==> config.mk <==
export PLATFORM = sky130hd
export DESIGN_NAME = membus_master
export DESIGN_NICKNAME = d
export VERILOG_FILES = /design/src/rtl/membus_pkg.sv /design/src/rtl/membus_wdog.sv /design/src/rtl/membus_master.sv
export SDC_FILE = /design/constraint.sdc
export NUM_CORES = 1
export LEC_CHECK = 0
export ABC_CLOCK_PERIOD_IN_PS = 9000
export BUFFER_PORTS_ARGS = -buffer_cell sky130_fd_sc_hd__buf_2
export CAP_MARGIN = 20
export CORE_ASPECT_RATIO = 0.9
export CORE_MARGIN = 2
export CORE_UTILIZATION = 45
export DETAILED_ROUTE_END_ITERATION = 6
export PLACE_DENSITY_LB_ADDON = 0.05
export SYNTH_ARGS = -nofsm -noshare
export SYNTH_HDL_FRONTEND = slang
export SYNTH_HIERARCHICAL = 1
export SYNTH_SLANG_ARGS = --single-unit
==> constraint.sdc <==
create_clock -name clk -period 9 [get_ports clk]
set_clock_uncertainty 0.05 [all_clocks]
set_input_delay 1.8 -clock clk [delete_from_list [all_inputs] [get_ports clk]]
set_output_delay 1.8 -clock clk [all_outputs]
set_load 0.01 [all_outputs]
==> src/rtl/membus_pkg.sv <==
// membus_pkg: shared types and widths for the PDP-6 memory bus initiator.
package membus_pkg;

  localparam int SEL_W  = 4;
  localparam int MA_W   = 15;
  localparam int WORD_W = 36;
  localparam int ADDR_W = 18;

  typedef enum logic [2:0] {
    S_IDLE,
    S_ADDR,
    S_RDWAIT,
    S_RMWHOLD,
    S_WDATA,
    S_WRS,
    S_DONE
  } state_e;

  // Encoding is {write, read} so it can be built straight from the request bits.
  typedef enum logic [1:0] {
    RQ_NONE = 2'b00,
    RQ_RD   = 2'b01,
    RQ_WR   = 2'b10,
    RQ_RMW  = 2'b11
  } rq_type_e;

  function automatic logic type_has_rd(input rq_type_e t);
    return (t == RQ_RD) || (t == RQ_RMW);
  endfunction

  function automatic logic type_has_wr(input rq_type_e t);
    return (t == RQ_WR) || (t == RQ_RMW);
  endfunction

endpackage

==> src/rtl/membus_wdog.sv <==
// membus_wdog: loadable down-counter; expire_o is high while enabled at zero.
// Only instantiated when MEMBUS_NXM_TIMEOUT_EN is defined.
module membus_wdog #(
  parameter int W = 16
) (
  input  logic         clk,
  input  logic         reset,
  input  logic         load_i,
  input  logic [W-1:0] load_val_i,
  input  logic         en_i,
  output logic         expire_o
);

  logic [W-1:0] cnt_q;

  // Load takes priority; otherwise count down while enabled, stopping at zero.
  always_ff @(posedge clk or posedge reset) begin
    if (reset) begin
      cnt_q <= '0;
    end else if (load_i) begin
      cnt_q <= load_val_i;
    end else if (en_i && (cnt_q != '0)) begin
      cnt_q <= cnt_q - 1'b1;
    end
  end

  assign expire_o = en_i && (cnt_q == '0);

endmodule

==> src/rtl/membus_master.sv <==
// membus_master: CPU-side initiator for the PDP-6 memory bus. Runs one read,
// write or read-modify-write cycle at a time through the rq_cyc / addr_ack /
// rd_rs / wr_rs handshake. Optional macro MEMBUS_NXM_TIMEOUT_EN adds the
// nonexistent-memory timeout (nxm) on the ADDR and RDWAIT waits.
module membus_master
  import membus_pkg::*;
#(
  parameter int DATA_SETUP  = 2,
  parameter int ACK_TIMEOUT = 1000,
  parameter int RS_TIMEOUT  = 4000
) (
  input  logic         clk,
  input  logic         reset,
  input  logic         req,
  input  logic         req_rd,
  input  logic         req_wr,
  input  logic [18:35] req_addr,
  input  logic [0:35]  wdata,
  input  logic         wr_go,
  output logic         busy,
  output logic         rd_done,
  output logic [0:35]  rdata,
  output logic         wr_done,
  output logic         nxm,
  output logic         membus_rq_cyc,
  output logic         membus_rd_rq,
  output logic         membus_wr_rq,
  output logic [18:21] membus_sel,
  output logic [21:35] membus_ma,
  output logic         membus_fmc_select,
  output logic [0:35]  membus_mb_out,
  output logic         membus_wr_rs,
  input  logic         membus_addr_ack,
  input  logic         membus_rd_rs,
  input  logic [0:35]  membus_mb_in
);

  localparam int WDOG_MAX = (ACK_TIMEOUT > RS_TIMEOUT) ? ACK_TIMEOUT : RS_TIMEOUT;
  localparam int WDOG_W   = $clog2(WDOG_MAX + 1);
  localparam logic [3:0] SETUP_LAST = 4'(DATA_SETUP - 1);

  state_e        state_q, state_d;
  rq_type_e      type_q;
  logic [18:35]  addr_q;
  logic [0:35]   wdata_q;
  logic [0:35]   rdata_q;
  logic [3:0]    setup_q;
  logic          rd_done_q, wr_done_q, nxm_q;

  logic              accept, rs_hit, timed_out;
  logic              wdog_load, wdog_en, wdog_expire;
  logic [WDOG_W-1:0] wdog_val;

  // Next-state decode; bus events are only honoured in the state expecting them.
  always_comb begin
    state_d   = state_q;
    accept    = 1'b0;
    rs_hit    = 1'b0;
    timed_out = 1'b0;
    wdog_en   = 1'b0;
    case (state_q)
      S_IDLE: begin
        if (req && (req_rd || req_wr)) begin
          accept  = 1'b1;
          state_d = S_ADDR;
        end
      end
      S_ADDR: begin
        wdog_en = 1'b1;
        if (membus_addr_ack) begin
          state_d = type_has_rd(type_q) ? S_RDWAIT : S_WDATA;
        end else if (wdog_expire) begin
          timed_out = 1'b1;
          state_d   = S_IDLE;
        end
      end
      S_RDWAIT: begin
        wdog_en = 1'b1;
        if (membus_rd_rs) begin
          rs_hit  = 1'b1;
          state_d = (type_q == RQ_RMW) ? S_RMWHOLD : S_DONE;
        end else if (wdog_expire) begin
          timed_out = 1'b1;
          state_d   = S_IDLE;
        end
      end
      S_RMWHOLD: if (wr_go) state_d = S_WDATA;
      S_WDATA:   if (setup_q == SETUP_LAST) state_d = S_WRS;
      S_WRS:     state_d = S_DONE;
      S_DONE:    state_d = S_IDLE;
      default:   state_d = S_IDLE;
    endcase
  end

  // The watchdog is reloaded on entry to each timed wait.
  assign wdog_load = accept ||
                     ((state_q == S_ADDR) && membus_addr_ack && type_has_rd(type_q));
  assign wdog_val  = accept ? WDOG_W'(ACK_TIMEOUT - 1) : WDOG_W'(RS_TIMEOUT - 1);

`ifdef MEMBUS_NXM_TIMEOUT_EN
  membus_wdog #(.W(WDOG_W)) u_wdog (
    .clk        (clk),
    .reset      (reset),
    .load_i     (wdog_load),
    .load_val_i (wdog_val),
    .en_i       (wdog_en),
    .expire_o   (wdog_expire)
  );
`else
  assign wdog_expire = 1'b0;
  logic unused_wdog;
  assign unused_wdog = &{1'b0, wdog_load, wdog_en, wdog_val};
`endif

  // State, request latches, read accumulation and status pulses.
  always_ff @(posedge clk or posedge reset) begin
    if (reset) begin
      state_q   <= S_IDLE;
      type_q    <= RQ_NONE;
      addr_q    <= '0;
      wdata_q   <= '0;
      rdata_q   <= '0;
      setup_q   <= '0;
      rd_done_q <= 1'b0;
      wr_done_q <= 1'b0;
      nxm_q     <= 1'b0;
    end else begin
      state_q   <= state_d;
      rd_done_q <= rs_hit;
      wr_done_q <= (state_q == S_WRS);
      nxm_q     <= timed_out;
      if (accept) begin
        addr_q <= req_addr;
        type_q <= rq_type_e'({req_wr, req_rd});
        if (req_wr && !req_rd) wdata_q <= wdata;
        if (req_rd) rdata_q <= '0;
      end
      if (state_q == S_RDWAIT) rdata_q <= rdata_q | membus_mb_in;
      if ((state_q == S_RMWHOLD) && wr_go) wdata_q <= wdata;
      setup_q <= (state_q == S_WDATA) ? setup_q + 4'd1 : 4'd0;
    end
  end

  // Bus lines decode straight from the state so reset and state exits drop them at once.
  assign membus_rq_cyc     = (state_q == S_ADDR);
  assign membus_rd_rq      = (state_q == S_ADDR) && type_has_rd(type_q);
  assign membus_wr_rq      = (state_q == S_ADDR) && type_has_wr(type_q);
  assign membus_sel        = (state_q == S_ADDR) ? addr_q[18:21] : '0;
  assign membus_ma         = (state_q == S_ADDR) ? addr_q[21:35] : '0;
  assign membus_fmc_select = 1'b0;
  assign membus_mb_out     = ((state_q == S_WDATA) || (state_q == S_WRS)) ? wdata_q : '0;
  assign membus_wr_rs      = (state_q == S_WRS);

  assign busy    = (state_q != S_IDLE) && (state_q != S_DONE);
  assign rd_done = rd_done_q;
  assign wr_done = wr_done_q;
  assign nxm     = nxm_q;
  assign rdata   = rdata_q;

endmodule

==> results.json <==
{
  "root_buffer": "clkbuf_8",
  "worst-r2r-cell-count": 4,
  "io-pin-count": 198,
  "worstPathArrival_ns": 2.43,
  "critical_path_depth": 3,
  "end_kind": "output pin",
  "cts_resized": 0,
  "wl_mm": 9.24,
  "finalCritPeriodShare_pct": 47.5,
  "slowest_delay_ns": 0.91,
  "crit_start": "state_q[0]",
  "vias": 3077,
  "rr_startpoint": "state_q[0]",
  "p_leak_nw": 2.88,
  "worstSetupStartpointType": "flop",
  "cp_slowest_cell": "nor3b_2",
  "dpl_worst_slack_ns": 5.03,
  "dr.pass1.iters": 4,
  "seq_area_frac_synth_pct": 56.8,
  "grt_busiest_layer": "met2",
  "die-height_um": 98.3,
  "finalSetupTns_ns": 0,
  "drc": 0,
  "worst_slew_pin_slew_ns": 0.987,
  "path_clk_slew_ns": 0.09,
  "r2r-end": "wdata_q[5]",
  "grt_max_degree": 60,
  "grt_use_met3_pct": 5.01,
  "timing.final.max_slew_violations": 0,
  "area_delta_synth_final_pct": 27.5,
  "ant_nets": 0,
  "use_met1_pct": 23.9,
  "core_um2": 9660,
  "relSlewSlack_pct": 33.9,
  "total_power_w": 0.00188,
  "synthCells": 325,
  "outcome": "finished, final reports clean",
  "syn_area_um2": 4450,
  "worstPathCellList": "nor3b_2, and2_1, buf_2",
  "ys_seq_elements": 101,
  "critical_path_class": "flop to output pin",
  "nets": 612,
  "use_met2_pct": 27.3,
  "layout_commonest_cell": "buf_2",
  "powerDensity_nw_per_um2": 331,
  "wl_per_cell_um": 14.4,
  "start_util_pct": 46.1,
  "min_period_ns": 4.28,
  "dieArea_um2": 10700,
  "clk_latency_ns": 0.34,
  "cp-endpoint": "membus_ma[21]",
  "row_count": 34,
  "cts_max_path_buffers": 2,
  "grt_use_total_pct": 17.7,
  "antenna_found_initial": 0,
  "hold_buffers": 0,
  "cp_max_fo": 21,
  "peakVddDrop_uv": 143,
  "ys_types": 37,
  "dp_hpwl_mm": 6.39,
  "grt_overflow": 0,
  "place_congestion": 0.733,
  "cts.sinks": 101,
  "fmax_mhz": 234,
  "ys.warnings.count": 6,
  "drive_above_1_share_pct": 53.8,
  "grt_setup_unrepaired": "false",
  "setup_violations": 0,
  "cap_violations": 0,
  "reg2reg_slack_ns": 6.73,
  "postCtsSetupRepairBufs": 0,
  "synth.avg_cell_area_um2": 13.7,
  "num_antenna_cells": 0,
  "numCtsBuffers": 9,
  "hold_viol": 0,
  "vias_per_cell": 4.79,
  "final_cell_mix": "buf_2 (195), dfrtp_1 (101), and2_1 (58)",
  "critPathTopFamily": "simple AND/OR/NAND/NOR gates",
  "drt_iter0_drc": 110,
  "htree_levels": 3,
  "grt_pass1_vias": 3003,
  "fin_ws_ns": 4.72,
  "path_buf_inv": 1,
  "required_ns": 7.15,
  "holdCritPathClass": "flop to flop",
  "portBuffers": 195,
  "cts_tree": "done",
  "grt_first_pass_wirelength_mm": 14.7,
  "die_w_um": 109
}
[area by class of cell]
class                           count  area, µm²
Clock buffer                       10        128
Fill cell                         844       3990
Multi-Input combinational cell    195       1750
Inverter                            4       17.5
Tap cell                          126        158
Clock inverter                      6       71.3
Timing Repair Buffer              201       1020
Sequential cell                   101       2530
[power breakdown]
part	switching (W)	leakage, nW	internal, W
registers	0.000143	1.18	0.000674
logic	0.000332	1.59	0.000440
clock network	0.000155	0.0988	0.000132
[synth_stat cells, drive strengths merged]
| master | n | area, µm² |
|---|---|---|
| a21oi | 2 | 10.0 |
| mux2i | 1 | 10.0 |
| nor4 | 1 | 6.26 |
| a211o | 2 | 17.5 |
| xnor2 | 1 | 8.76 |
| nor3 | 5 | 25.0 |
| a32o | 1 | 10.0 |
| xor2 | 1 | 8.76 |
| nand3b | 2 | 15.0 |
| o21ai | 3 | 15.0 |
| a22o | 36 | 315 |
| nor3b | 2 | 20.0 |
| a41oi | 1 | 8.76 |
| and4 | 1 | 8.76 |
| nor2b | 4 | 25.0 |
| conb | 1 | 3.75 |
| nor2 | 3 | 11.3 |
| buf | 18 | 155 |
| inv | 4 | 15.0 |
| clkbuf | 8 | 30.0 |
| nor4b | 1 | 23.8 |
| and2 | 58 | 363 |
| dfrtp | 101 | 2530 |
| mux2 | 55 | 732 |
| or3 | 1 | 6.26 |
| ha | 2 | 25.0 |
| nand2b | 1 | 6.26 |
| a31oi | 1 | 6.26 |
| a22oi | 1 | 7.51 |
| o22ai | 1 | 6.26 |
| nand3 | 2 | 10.0 |
| nand2 | 4 | 15.0 |
[state kept, by name, summed over array words and instances, names as in the netlist]
name / flops
rd_done: 1
type_q: 2
state_q: 3
wdata_q: 36
addr_q: 18
rdata: 36
wr_done: 1
setup_q: 4
[kinds of logic after synthesis]
kind of cell    count (synthesis)  share of synthesized area, %
mux                            56                          16.7
flops                         101                          56.8
xor+xnor                        2                         0.394
compound gates                 48                          8.92
buf+inv                        30                          4.50
other cells                     1                        0.0843
fa+ha+maj                       2                         0.562
simple gates                   85                          12.0
[routing by layer]
metal	part of all wire, %	vias to the layer above
met3	8.0	7
li1	-	1498
met2	45	115
met5	0	-
met4	0.84	0
met1	46	1457
[stage by stage]
stage	hold WS (ns)	std cells	utilization (%)	cell area (µm²)
after floorplan	0.416	326	-	4450
after global placement	0.430	626	56.6	5460
after detailed placement	0.435	626	56.6	5460
after CTS	0.459	642	58.6	5660
after global routing	0.467	643	58.7	5670
final	0.453	643	58.7	5670
[how the worst min path moves through the flow]
stage,start,endpoint,slack [ns],depth (start not counted)
2_1_floorplan,setup_q[0],setup_q[0],0.42,1
3_3_place_gp,addr_q[28],addr_q[28],0.43,1
5_1_grt,addr_q[35],addr_q[35],0.47,1
3_5_place_dp,wdata_q[27],wdata_q[27],0.43,1
4_1_cts,wdata_q[28],wdata_q[28],0.46,1
6_report,addr_q[27],addr_q[27],0.45,1
[worst reg2reg max path: stages (launching register included)]
cell	delay, ns
dfrtp_1	0.64
nor4b_4	0.39
a32o_2	0.16
buf_4	0.50
mux2_2	0.44
No activity file was read; power rests on OpenSTA's default activity.
